--- config.mk ---
export PLATFORM = sky130hd
export DESIGN_NAME = multi_one_shot_flat
export DESIGN_NICKNAME = d
export VERILOG_FILES = /design/src/rtl/multi_one_shot_if.sv /design/src/rtl/multi_one_shot.sv /design/src/flat_wrapper.sv
export SDC_FILE = /design/constraint.sdc
export NUM_CORES = 1
export LEC_CHECK = 0
export CORE_ASPECT_RATIO = 1.25
export CORE_UTILIZATION = 50
export DETAILED_ROUTE_END_ITERATION = 8
export MAX_ROUTING_LAYER = met4
export PLACE_DENSITY = 0.68
export SETUP_SLACK_MARGIN = 0.02
export SLEW_MARGIN = 20
export SYNTH_ARGS = -nofsm -noshare
export SYNTH_HDL_FRONTEND = slang
export SYNTH_SLANG_ARGS = --single-unit
--- constraint.sdc ---
create_clock -name clk -period 7.7 [get_ports clk]
set_clock_uncertainty 0.15 [all_clocks]
set_input_delay 1.925 -clock clk [delete_from_list [all_inputs] [get_ports clk]]
set_output_delay 1.925 -clock clk [all_outputs]
set_load 0.02 [all_outputs]
--- src/rtl/multi_one_shot_if.sv ---
// ----------------------------------------------------------------------------
// multi_one_shot_if
// Bundles the per-channel trigger/config inputs and the pulse/missed outputs
// of the multi-channel one-shot block.
//   master : drives trigger, edges, pulse_width, retrig_en, clr_missed;
//            observes pulse, missed, state_dbg
//   slave  : the one-shot block itself
// state_dbg[i] is 1 while channel i is in its ACTIVE state.
// ----------------------------------------------------------------------------
interface multi_one_shot_if #(
    parameter int NUM_CH = 4,
    parameter int CNT_W  = 16
);
    logic [NUM_CH-1:0]   trigger;
    logic [2*NUM_CH-1:0] edges;
    logic [CNT_W-1:0]    pulse_width;
    logic [NUM_CH-1:0]   retrig_en;
    logic [NUM_CH-1:0]   clr_missed;
    logic [NUM_CH-1:0]   pulse;
    logic [NUM_CH-1:0]   missed;
    logic [NUM_CH-1:0]   state_dbg;

    modport master (
        output trigger, edges, pulse_width, retrig_en, clr_missed,
        input  pulse, missed, state_dbg
    );

    modport slave (
        input  trigger, edges, pulse_width, retrig_en, clr_missed,
        output pulse, missed, state_dbg
    );
endinterface

--- src/rtl/multi_one_shot.sv ---
// ----------------------------------------------------------------------------
// multi_one_shot
// NUM_CH independent edge-triggered one-shot pulse generators.
//   clk  : system clock, all logic on posedge
//   rst  : synchronous active-high reset
//   bus  : multi_one_shot_if.slave
//          trigger[i]        channel trigger (already synchronous)
//          edges[2i+1:2i]    00 none, 01 falling, 10 rising, 11 both
//          pulse_width       shared pulse length, sampled at fire/reload
//          retrig_en[i]      edge during a pulse reloads instead of missing
//          clr_missed[i]     clears missed[i] (a simultaneous set wins)
//          pulse[i]          registered one-shot output
//          missed[i]         sticky: a qualifying edge was ignored
//          state_dbg[i]      1 while channel i is ACTIVE
// ----------------------------------------------------------------------------
module multi_one_shot #(
    parameter int NUM_CH = 4,
    parameter int CNT_W  = 16
) (
    input  logic             clk,
    input  logic             rst,
    multi_one_shot_if.slave  bus
);

    typedef enum logic {
        IDLE   = 1'b0,
        ACTIVE = 1'b1
    } ch_state_e;

    ch_state_e         state_q [NUM_CH];
    logic [CNT_W-1:0]  cnt_q   [NUM_CH];
    logic [NUM_CH-1:0] last_q;
    logic [NUM_CH-1:0] pulse_q;
    logic [NUM_CH-1:0] missed_q;
    logic [NUM_CH-1:0] edge_hit;

    // A qualifying edge compares the live trigger against last cycle's sample
    // and is masked by the channel's edge-select bits.
    always_comb begin
        edge_hit = '0;
        for (int i = 0; i < NUM_CH; i++) begin
            edge_hit[i] = ( bus.trigger[i] & ~last_q[i] & bus.edges[2*i+1]) |
                          (~bus.trigger[i] &  last_q[i] & bus.edges[2*i]);
        end
    end

    always_ff @(posedge clk) begin
        // The sample register tracks trigger unconditionally; loading it during
        // reset means a level held through reset is not seen as an edge.
        last_q <= bus.trigger;
        if (rst) begin
            pulse_q  <= '0;
            missed_q <= '0;
            for (int i = 0; i < NUM_CH; i++) begin
                state_q[i] <= IDLE;
                cnt_q[i]   <= '0;
            end
        end else begin
            for (int i = 0; i < NUM_CH; i++) begin
                if (state_q[i] == IDLE) begin
                    // W=0 fires nothing and is not a miss.
                    if (edge_hit[i] && (bus.pulse_width != '0)) begin
                        state_q[i] <= ACTIVE;
                        cnt_q[i]   <= bus.pulse_width;
                        pulse_q[i] <= 1'b1;
                    end
                end else begin
                    // The cnt=1 cycle is still ACTIVE, so an edge there reloads
                    // or misses rather than starting a fresh pulse.
                    if (edge_hit[i] && bus.retrig_en[i]) begin
                        if (bus.pulse_width != '0) begin
                            cnt_q[i] <= bus.pulse_width;
                        end else begin
                            state_q[i] <= IDLE;
                            cnt_q[i]   <= '0;
                            pulse_q[i] <= 1'b0;
                        end
                    end else if (cnt_q[i] == CNT_W'(1)) begin
                        state_q[i] <= IDLE;
                        cnt_q[i]   <= '0;
                        pulse_q[i] <= 1'b0;
                    end else begin
                        cnt_q[i] <= cnt_q[i] - CNT_W'(1);
                    end
                end

                // Set has priority over clear.
                if (edge_hit[i] && (state_q[i] == ACTIVE) && !bus.retrig_en[i]) begin
                    missed_q[i] <= 1'b1;
                end else if (bus.clr_missed[i]) begin
                    missed_q[i] <= 1'b0;
                end
            end
        end
    end

    always_comb begin
        bus.state_dbg = '0;
        for (int i = 0; i < NUM_CH; i++) begin
            bus.state_dbg[i] = (state_q[i] == ACTIVE);
        end
    end

    assign bus.pulse  = pulse_q;
    assign bus.missed = missed_q;

endmodule

--- src/flat_wrapper.sv ---
// flat-port wrapper written by rule: the top's interface ports become plain ports
module multi_one_shot_flat 
#(
    parameter int NUM_CH = 4,
    parameter int CNT_W  = 16
)
  (clk, rst, bus_trigger, bus_edges, bus_pulse_width, bus_retrig_en, bus_clr_missed, bus_pulse, bus_missed, bus_state_dbg);
  multi_one_shot_if #(.NUM_CH(NUM_CH), .CNT_W(CNT_W)) bus_i ();
  input  logic clk;
  input  logic rst;
  input wire logic [$bits(bus_i.trigger)-1:0] bus_trigger;
  input wire logic [$bits(bus_i.edges)-1:0] bus_edges;
  input wire logic [$bits(bus_i.pulse_width)-1:0] bus_pulse_width;
  input wire logic [$bits(bus_i.retrig_en)-1:0] bus_retrig_en;
  input wire logic [$bits(bus_i.clr_missed)-1:0] bus_clr_missed;
  output wire logic [$bits(bus_i.pulse)-1:0] bus_pulse;
  output wire logic [$bits(bus_i.missed)-1:0] bus_missed;
  output wire logic [$bits(bus_i.state_dbg)-1:0] bus_state_dbg;
  assign bus_i.trigger = bus_trigger;
  assign bus_i.edges = bus_edges;
  assign bus_i.pulse_width = bus_pulse_width;
  assign bus_i.retrig_en = bus_retrig_en;
  assign bus_i.clr_missed = bus_clr_missed;
  assign bus_pulse = bus_i.pulse;
  assign bus_missed = bus_i.missed;
  assign bus_state_dbg = bus_i.state_dbg;
  multi_one_shot #(.NUM_CH(NUM_CH), .CNT_W(CNT_W)) u_core (.clk(clk), .rst(rst), .bus(bus_i));
endmodule
## Yosys cells after proc, flatten, opt, wreduce, memory -nomap -nowiden

Memories as Yosys holds them, arrays and structs flattened.
Cells that the tools add are included.

| storage, ports and cells | value |
|---|---|
| register bits after elaboration | 12 |
| input bits | 38 |
| memory bits (writable) | 68 |
| word-level logic and storage cells | 269 |
| memories kept | 2 |

Memories:

| memory | words | width | read ports | clocked after Yosys merged registers in | write ports | line | source |
|---|---|---|---|---|---|---|---|
| u_core.cnt_q | 4 | 16 | 4 | 0 | 4 | multi_one_shot.sv:31 | `logic [CNT_W-1:0] cnt_q [NUM_CH];` |
| u_core.state_q | 4 | 1 | 4 | 0 | 4 | multi_one_shot.sv:30 | `ch_state_e state_q [NUM_CH];` |

| operators by class | value |
|---|---|
| add/subtract/negate cells | 4 |
| reduce and logical (&&, ||, !) cells | 33 |
| bitwise gates (word level) | 60 |
| equal/unequal tests | 12 |
| muxes and demuxes | 149 |

Operators by type and width:

| kind | number |
|---|---|
| 16-bit 2-to-1 mux | 20 |
| 1-bit 2-to-1 mux | 129 |
| 16-bit by 1-bit == test with 1-bit output (second input constant) | 4 |
| 16-bit by 1-bit subtractor with 16-bit output (second input constant) | 4 |
| 1-bit bitwise OR | 36 |
| 1-bit bitwise AND | 16 |
| 1-bit logical AND | 16 |
| 16-bit nonzero test | 1 |
| 2-bit nonzero test | 8 |
| 3-bit by 1-bit != test with 1-bit output (second input constant) | 4 |
| 3-bit != test (second input constant) | 4 |
| 3-bit AND reduction | 4 |
| 1-bit NOT | 8 |
| 1-bit zero test | 4 |

## Longest topological paths before layout

Gate-level depths: netlist (run 1).

| depth | value |
|---|---|
| word-level depth | 14 |
| gate-level depth with buffers | 8 |
| mapped depth without buffers | 7 |

## Worst setup path before layout (run 1)

OpenSTA, ideal clock, no wires.

| timing | value |
|---|---|
| path kind | in2reg |
| from | in bus_pulse_width[4] |
| to | mem u_core.cnt_q[2][0], enable pin |
| arrival time | 3.289 ns |
| cell stages on the path | 5 |
| path buffers | 1 |
| slack | 3.927 ns |
| data required time | 7.217 ns |
| cells stage by stage | nor4_1 -> and4_1 -> clkbuf_1 -> a21oi_1 -> or3_1 |

RTL lines:

| item | line | source |
|---|---|---|
| start: declaration | flat_wrapper.sv:13 | `input wire logic [$bits(bus_i.pulse_width)-1:0] bus_pulse_width;` |
| end: declaration | multi_one_shot.sv:31 |  |

==> impl_metrics.ini, run 1 <==
[outcome]
status = finished clean

[timing]
tightest_slew_ns = 0.997
final_hold_viol_count = 0
clock.fmax_mhz = 217
maxSlewHeadroom = 0.332
rsz0062_at_grt = no
fin_setup_tns_ns = 0
finalCritPeriodShare = 0.598
setup_viol = 0
slew_violations = 0
period_minus_slack_ns = 4.60

[global_route]
grt_pass1_wl_mm = 21.1
grt_pass1_vias = 4144
grt_usage = 0.272
antenna_found_initial = 0
grt_max_degree = 17
overflow = 0

[synthesis]
synth_ff_type = edfxtp_1
postSynthCellCount = 504
post_synth_instance_area_um2 = 5010
synth_cell_types = 57
synth_enable_flop_cells = 68
synth_warnings = 0
ys_seq_area_frac = 0.455
avgSynthCellArea_um2 = 9.95
async_flop_share = 0
synth_fp_nets = 550
yosys_register_bits = 80

[final_layout]
nets = 591
drive_above_1_share = 0.0618
n_antenna_cell = 0
fillers = 807
fin_area_um2 = 5880
area_growth_pct = 17.2

[place]
dpl_cell_area_um2 = 5590
place.gp.congestion = 0.866
dpl.hpwl_mm = 9.08
numPortBuffers = 49

[cts]
clk_pin_slew_ns = 0.06
cts-root-buf = clkbuf_16
cts_tree = done
clock_path_buffers = 2
h-tree-depth = 3
clkLatencyLatePin_ns = 0.34
post_cts.repair.setup_buffers = 0
cts_hold_buf = 0
cts_sinks = 80
numCtsBuffers = 9
ctsResizeCount = 0

[floorplanning]
die_w_um = 91.6
core_um2 = 9660
initial_core_util = 0.519
die_h_um = 114
ios = 50
rows = 40
die_area_um2 = 10400

[route]
drtIter0Drc = 261
route.detailed.drc = 0
dr.pass1.iters = 5
drt-total-wl_mm = 12.9
drt-wirelength-per-cell_um = 19.0
vias_per_cell = 6.25
antenna_left = 0
vias = 4227

[setup_path]
endpoint_kind = flip-flop
worst_ep_required_time_ns = 7.47
cp.arrival_ns = 4.37
worst_setup_path_start_kind = input port
criticalPathCategory = input port to flip-flop
critical_path.max_fanout = 16

[power]
powerDensity_nw_per_um2 = 215
p_leak_nw = 2.09
vdd_drop_max_mv = 0.131

[min_path]
min-delay-path-class = flip-flop to flip-flop

[run]
drv_cap = 0
[placed cells by master, fill, tap and decap left out, drive strengths merged, types with 3 or more instances in the layout]
master	instances
nand4b	8
xnor2	26
nor4	24
clkdlybuf4s50	49
nand3b	11
and4b	3
or2	4
o2bb2ai	16
nor2	72
o211a	5
clkinv	4
or3	3
nor3b	4
edfxtp	68
and2	3
dfxtp	12
nand2b	6
a21oi	15
inv	14
nand2	35
a22oi	25
a311oi	3
xor2	22
clkbuf	11
nand3	10
nor3	15
a211oi	13
o31ai	3
or4	9
nor2b	6
a21o	3
o21ai	9
ha	8
nand4	6
[worst paths after layout]
check	from	endpoint	slack, ns	cells after the start
worst max-delay path	bus_pulse_width[4]	u_core.cnt_q[0][14]	3.10	5
worst min-delay path	u_core.bus.pulse[0]	u_core.bus.pulse[0]	0.33	2
worst max register to register	u_core.last_q[3]	u_core.cnt_q[3][7]	5.15	5
worst min register to register	u_core.bus.pulse[0]	u_core.bus.pulse[0]	0.33	2
[state kept, by name (all words and copies together), names as in the netlist]
register	flops
u_core.bus.missed	4
u_core.state_q	4
u_core.bus.pulse	4
u_core.cnt_q	64
u_core.last_q	4
[layer usage]
layer  track usage  part of all wire
met1         0.332              0.42
met2         0.445              0.49
met3        0.0347             0.050
met4         0.137             0.032
met5             -                 0
[cell usage after synthesis, types with 3 or more instances]
cell type,n,share of area
nand4_1,6,0.0075
nor3_1,14,0.014
a311oi_1,3,0.0052
a21o_1,3,0.0045
or4_1,6,0.0090
nand2_1,35,0.026
o211a_1,5,0.010
a211oi_1,11,0.016
and4b_1,3,0.0060
or3_1,3,0.0037
ha_1,8,0.020
nor2_1,72,0.054
nor4_2,5,0.012
and2_1,3,0.0037
nand4b_1,8,0.014
nor4_1,17,0.021
nor2b_1,6,0.0075
dfxtp_1,12,0.048
clkbuf_1,17,0.013
nand2b_1,6,0.0075
o21ai_0,9,0.0090
or2_2,4,0.0050
xor2_1,22,0.038
a21oi_1,15,0.015
a22oi_1,25,0.037
xnor2_1,26,0.045
o31ai_1,3,0.0045
nand3b_1,11,0.016
nor3b_1,4,0.0060
or4_4,3,0.0067
nand3_1,10,0.010
edfxtp_1,68,0.41
o2bb2ai_1,16,0.028
inv_1,14,0.010
[logic make-up (layout without fill, tap and decap cells)]
group           Yosys count  count (layout)  share of synthesized area
compound gates          109             109                      0.163
mux                       1               1                    0.00200
xor+xnor                 48              48                     0.0839
flops                    80              80                      0.455
fa+ha+maj                 8               8                     0.0200
simple gates            223             223                      0.248
buf+inv                  35              81                     0.0282
[worst max-delay path, stage by stage]
cell and delay (ns):
clkdlybuf4s50_1 0.60, nor4_1 0.50, nand4_1 0.47, a21oi_1 0.39, nand2b_1 0.48
[through the flow]
stage               setup WS, ns  utilization  instances  hold WS [ns]  total power (W)
floorplan                   3.93            -        504         0.387         0.000756
global placement            2.83        0.578        660         0.316         0.000838
detailed placement          2.69        0.578        660         0.314         0.000843
CTS                         3.06        0.608        676         0.328          0.00127
global route                2.91        0.608        676         0.369          0.00132
finish                      3.10        0.608        676         0.326          0.00126
[power by group]
group          internal (W)  switching (W)
clock network      0.000256       0.000169
registers          0.000524      0.0000529
logic              0.000115       0.000147
total              0.000896       0.000368
[layout make-up]
class	count	area, µm²	share of cell area
timing repair buffer	51	505	0.0860
multi-input combinational	389	2590	0.441
clock buffer	11	243	0.0413
sequential	80	2280	0.388
tap	126	158	0.0268
clock inverter	5	46.3	0.00788
inverter	14	52.6	0.00894
Power figures use the tool's default switching activity.
==> run 2, diff against run 1 <==
- clock period: 7.7 -> 4.3 ns (I/O delays scaled with it)
==> impl_metrics.ini, run 2 (same netlist as run 1, synthesis figures left out) <==
[power]
p_leak_nw = 2.15
vdd_drop_max_mv = 0.243
powerDensity_nw_per_um2 = 372

[final_layout]
final_cell_mix = 72 x nor2_1, 68 x edfxtp_1, 49 x clkdlybuf4s50_1
drive_above_1_share = 0.0869
fin_util = 0.616
seq_area_um2 = 2280
multiInputGateArea_um2 = 2590
n_antenna_cell = 0
largest-register = u_core.cnt_q
nets = 605
largest_reg_flops = 64
area_growth_pct = 18.7
fillers = 813
fin_area_um2 = 5950
final_common_cell = nor2_1

[timing]
clock.fmax_mhz = 296
tightest_slew_ns = 0.775
setup_slack_ns = 0.923
period_minus_slack_ns = 3.38
final_hold_viol_count = 0
setup_viol = 0
slew_violations = 0
finalCritPeriodShare = 0.785
maxSlewHeadroom = 0.483
rsz0062_at_grt = no
fin_setup_tns_ns = 0

[route]
dr.pass1.iters = 5
drt-wirelength-per-cell_um = 19.5
route.detailed.drc = 0
drtIter0Drc = 231
drt-total-wl_mm = 13.4
antenna_left = 0
vias_per_cell = 6.13
vias = 4233

[cts]
cts_sinks = 80
post_cts.repair.setup_buffers = 0
cts-root-buf = clkbuf_16
numCtsBuffers = 9
ctsResizeCount = 0
clock_path_buffers = 2
cts_tree = done
cts_hold_buf = 0
clkLatencyLatePin_ns = 0.34
h-tree-depth = 3
clk_pin_slew_ns = 0.06

[place]
numPortBuffers = 49
dpl.hpwl_mm = 9.67
place.gp.congestion = 0.883
dpl_cell_area_um2 = 5690
pre_cts_ws_ns = 0.567

[global_route]
grt_max_degree = 31
grt_usage = 0.274
overflow = 0
antenna_found_initial = 0
grt_pass1_vias = 4096
grt_pass1_wl_mm = 21.0

[setup_path]
path_cells = clkdlybuf4s50_1 -> nor4_1 -> nand4_1 -> a21oi_1 -> nand2b_1
critPathMaxStageDelay_ns = 0.57
crit_family = simple AND/OR/NAND/NOR gates
worst_setup_path_start_kind = input port
regToRegSetupSlack_ns = 1.90
critical_path.max_fanout = 16
worst_ep_required_time_ns = 4.07
endpoint_kind = flip-flop
cp.arrival_ns = 3.15
crit_buf_inv = 1
slowest_stage = clkdlybuf4s50_1
criticalPathCategory = input port to flip-flop

[floorplanning]
rows = 40
core_um2 = 9660
die_area_um2 = 10400
die_w_um = 91.6
die_h_um = 114
ios = 50
initial_core_util = 0.519

[min_path]
min-delay-path-class = flip-flop to flip-flop

[outcome]
status = finished clean

[run]
drv_cap = 0
==> run 2: worst paths after layout <==
| path | depth (start not counted) | endpoint | start |
|---|---|---|---|
| max | 5 | u_core.cnt_q[0][3] | bus_pulse_width[11] |
| min reg2reg | 2 | u_core.bus.missed[1] | u_core.bus.missed[1] |
| max reg2reg | 4 | u_core.cnt_q[3][3] | u_core.cnt_q[3][10] |
| min | 2 | u_core.bus.missed[1] | u_core.bus.missed[1] |
==> run 2: through the flow <==
step / hold WS, ns / total power (W) / std cells
5_1_grt: 0.338 / 0.00230 / 690
2_1_floorplan: 0.387 / 0.00135 / 504
6_report: 0.327 / 0.00221 / 690
4_1_cts: 0.332 / 0.00222 / 690
3_5_place_dp: 0.317 / 0.00152 / 674
3_3_place_gp: 0.310 / 0.00151 / 674
==> run 2: worst register-to-register path, stage by stage (launching register included) <==
cell	delay (ns)
edfxtp_1	0.44
nor4_1	0.50
nand4_1	0.26
nand4b_1	0.61
o2bb2ai_1	0.16
==> run 2: per-layer routing <==
metal	track usage	routed length (µm)
met3	0.0267	582
met2	0.457	6540
met4	0.134	407
met1	0.332	5890
met5	-	0
==> run 2: layout make-up <==
type                       count  share of cell area
tap                          126              0.0265
inverter                      14             0.00883
clock inverter                 4             0.00378
clock buffer                  12              0.0397
multi-input combinational    389               0.435
timing repair buffer          65               0.103
sequential                    80               0.383
==> run 2: where the power goes <==
| part | switching (W) | internal, W | leakage [nW] |
|---|---|---|---|
| clock | 0.000309 | 0.000389 | 0.126 |
| sequential | 0.0000938 | 0.000939 | 0.845 |
| combinational | 0.000269 | 0.000214 | 1.17 |
| total | 0.000671 | 0.00154 | 2.15 |
==> run 3, diff against run 2 <==
- PLACE_DENSITY: 0.68 -> 0.71
- clock period: 4.3 -> 2.95 ns (I/O delays scaled with it)
==> impl_metrics.ini, run 3 (same netlist as run 1, synthesis figures left out) <==
[setup_path]
critical_path.max_fanout = 9
worst_ep_required_time_ns = 2.89
worst_setup_path_start_kind = input port
criticalPathCategory = input port to flip-flop
endpoint_kind = flip-flop
cp.arrival_ns = 2.59
critPathMostFrequentCell = buf_4
slowest_stage = clkdlybuf4s50_1
critPathMaxStageDelay_ns = 0.49
path_cells = clkdlybuf4s50_1 -> nor4_1 -> buf_4 -> nand4_1 -> buf_4 -> a21oi_1 -> or2_2 -> nor2_1

[cts]
clock_path_buffers = 2
numCtsBuffers = 9
cts_tree = done
ctsResizeCount = 0
h-tree-depth = 3
cts-root-buf = clkbuf_16
cts_sinks = 80
cts_hold_buf = 0
post_cts.repair.setup_buffers = 0
clkLatencyLatePin_ns = 0.35
clk_pin_slew_ns = 0.06

[power]
vdd_drop_max_mv = 0.347
power_switching_w = 0.000992
p_int_w = 0.00238
combPwrFrac = 0.224
switching_share = 0.294
powerDensity_nw_per_um2 = 541
p_leak_nw = 2.32
pwr-share-seq = 0.446
p_clk_frac = 0.330

[timing]
slew_violations = 0
maxSlewHeadroom = 0.529
setup_slack_ns = 0.303
period_minus_slack_ns = 2.65
final_hold_viol_count = 0
clock.fmax_mhz = 378
finalCritPeriodShare = 0.897
fin_setup_tns_ns = 0
tightest_slew_ns = 0.706
rsz0062_at_grt = no
setup_viol = 0

[global_route]
grt_pass1_vias = 4394
overflow = 0
grt_pass1_wl_mm = 22.3
grt_usage = 0.292
antenna_found_initial = 0
grt_max_degree = 17

[final_layout]
final_cell_mix = 72 x nor2_1, 68 x edfxtp_1, 49 x clkdlybuf4s50_1
nets = 635
fin_util = 0.645
fin_area_um2 = 6230
final_common_cell = nor2_1
layoutNonFillerInstCount = 720
largest_reg_flops = 64
largest-register = u_core.cnt_q
drive_above_1_share = 0.131
area_growth_pct = 24.3
n_antenna_cell = 0

[route]
vias_per_cell = 6.24
route.detailed.drc = 0
drtIter0Drc = 265
antenna_left = 0
vias = 4490
drt-wirelength-per-cell_um = 19.8
dr.pass1.iters = 5
drt-total-wl_mm = 14.2

[floorplanning]
die_h_um = 114
ios = 50
initial_core_util = 0.519
core_um2 = 9660
die_area_um2 = 10400
die_w_um = 91.6
rows = 40

[place]
dpl.hpwl_mm = 10.4
dp_cells = 704
place.gp.congestion = 0.921
dpl_cell_area_um2 = 5940
numPortBuffers = 49
pre_cts_ws_ns = -0.0448

[outcome]
status = finished clean

[run]
drv_cap = 0

[min_path]
min-delay-path-class = flip-flop to flip-flop
==> run 3: final timing paths <==
| path | start | endpoint | slack [ns] | cells past startpoint |
|---|---|---|---|---|
| max | bus_pulse_width[14] | u_core.cnt_q[0][4] | 0.30 | 8 |
| max reg2reg | u_core.cnt_q[2][2] | u_core.cnt_q[2][15] | 0.54 | 5 |
| min reg2reg | u_core.bus.missed[1] | u_core.bus.missed[1] | 0.33 | 2 |
| min | u_core.bus.missed[1] | u_core.bus.missed[1] | 0.33 | 2 |
==> run 3: per-stage QoR <==
step | hold WS (ns) | power (W)
final | 0.330 | 0.00337
after global routing | 0.368 | 0.00350
after CTS | 0.331 | 0.00336
after detailed placement | 0.317 | 0.00226
after global placement | 0.309 | 0.00224
after floorplan | 0.387 | 0.00197
==> run 3: layer usage <==
layer / up-vias / GRT usage / share of wire
li1: 2094 / - / -
met1: 2182 / 0.355 / 0.40
met2: 185 / 0.498 / 0.51
met3: 29 / 0.0287 / 0.059
met4: 0 / 0.123 / 0.029
met5: - / - / 0
==> run 3: final cells by class <==
type	instances	area (µm²)
tap	126	158
fill	799	3430
clock buffer	11	243
sequential	80	2280
inverter	14	52.6
clock inverter	5	46.3
multi-input combinational	389	2590
timing repair buffer	95	861
==> run 3: power groups by stage <==
stage               logic, W  registers [W]  clock network, W
floorplan           0.000475        0.00150                 0
global placement    0.000725        0.00151                 0
detailed placement  0.000739        0.00152                 0
CTS                 0.000750        0.00150           0.00111
global route        0.000824        0.00152           0.00116
finish              0.000754        0.00151           0.00111
==> run 3: critical path: cells and delay by family <==
kind / cells / cell delay (ns)
buffers and inverters: 3 / 0.85
and+or+nand+nor: 4 / 0.79
AOI/OAI and AO/OA: 1 / 0.23
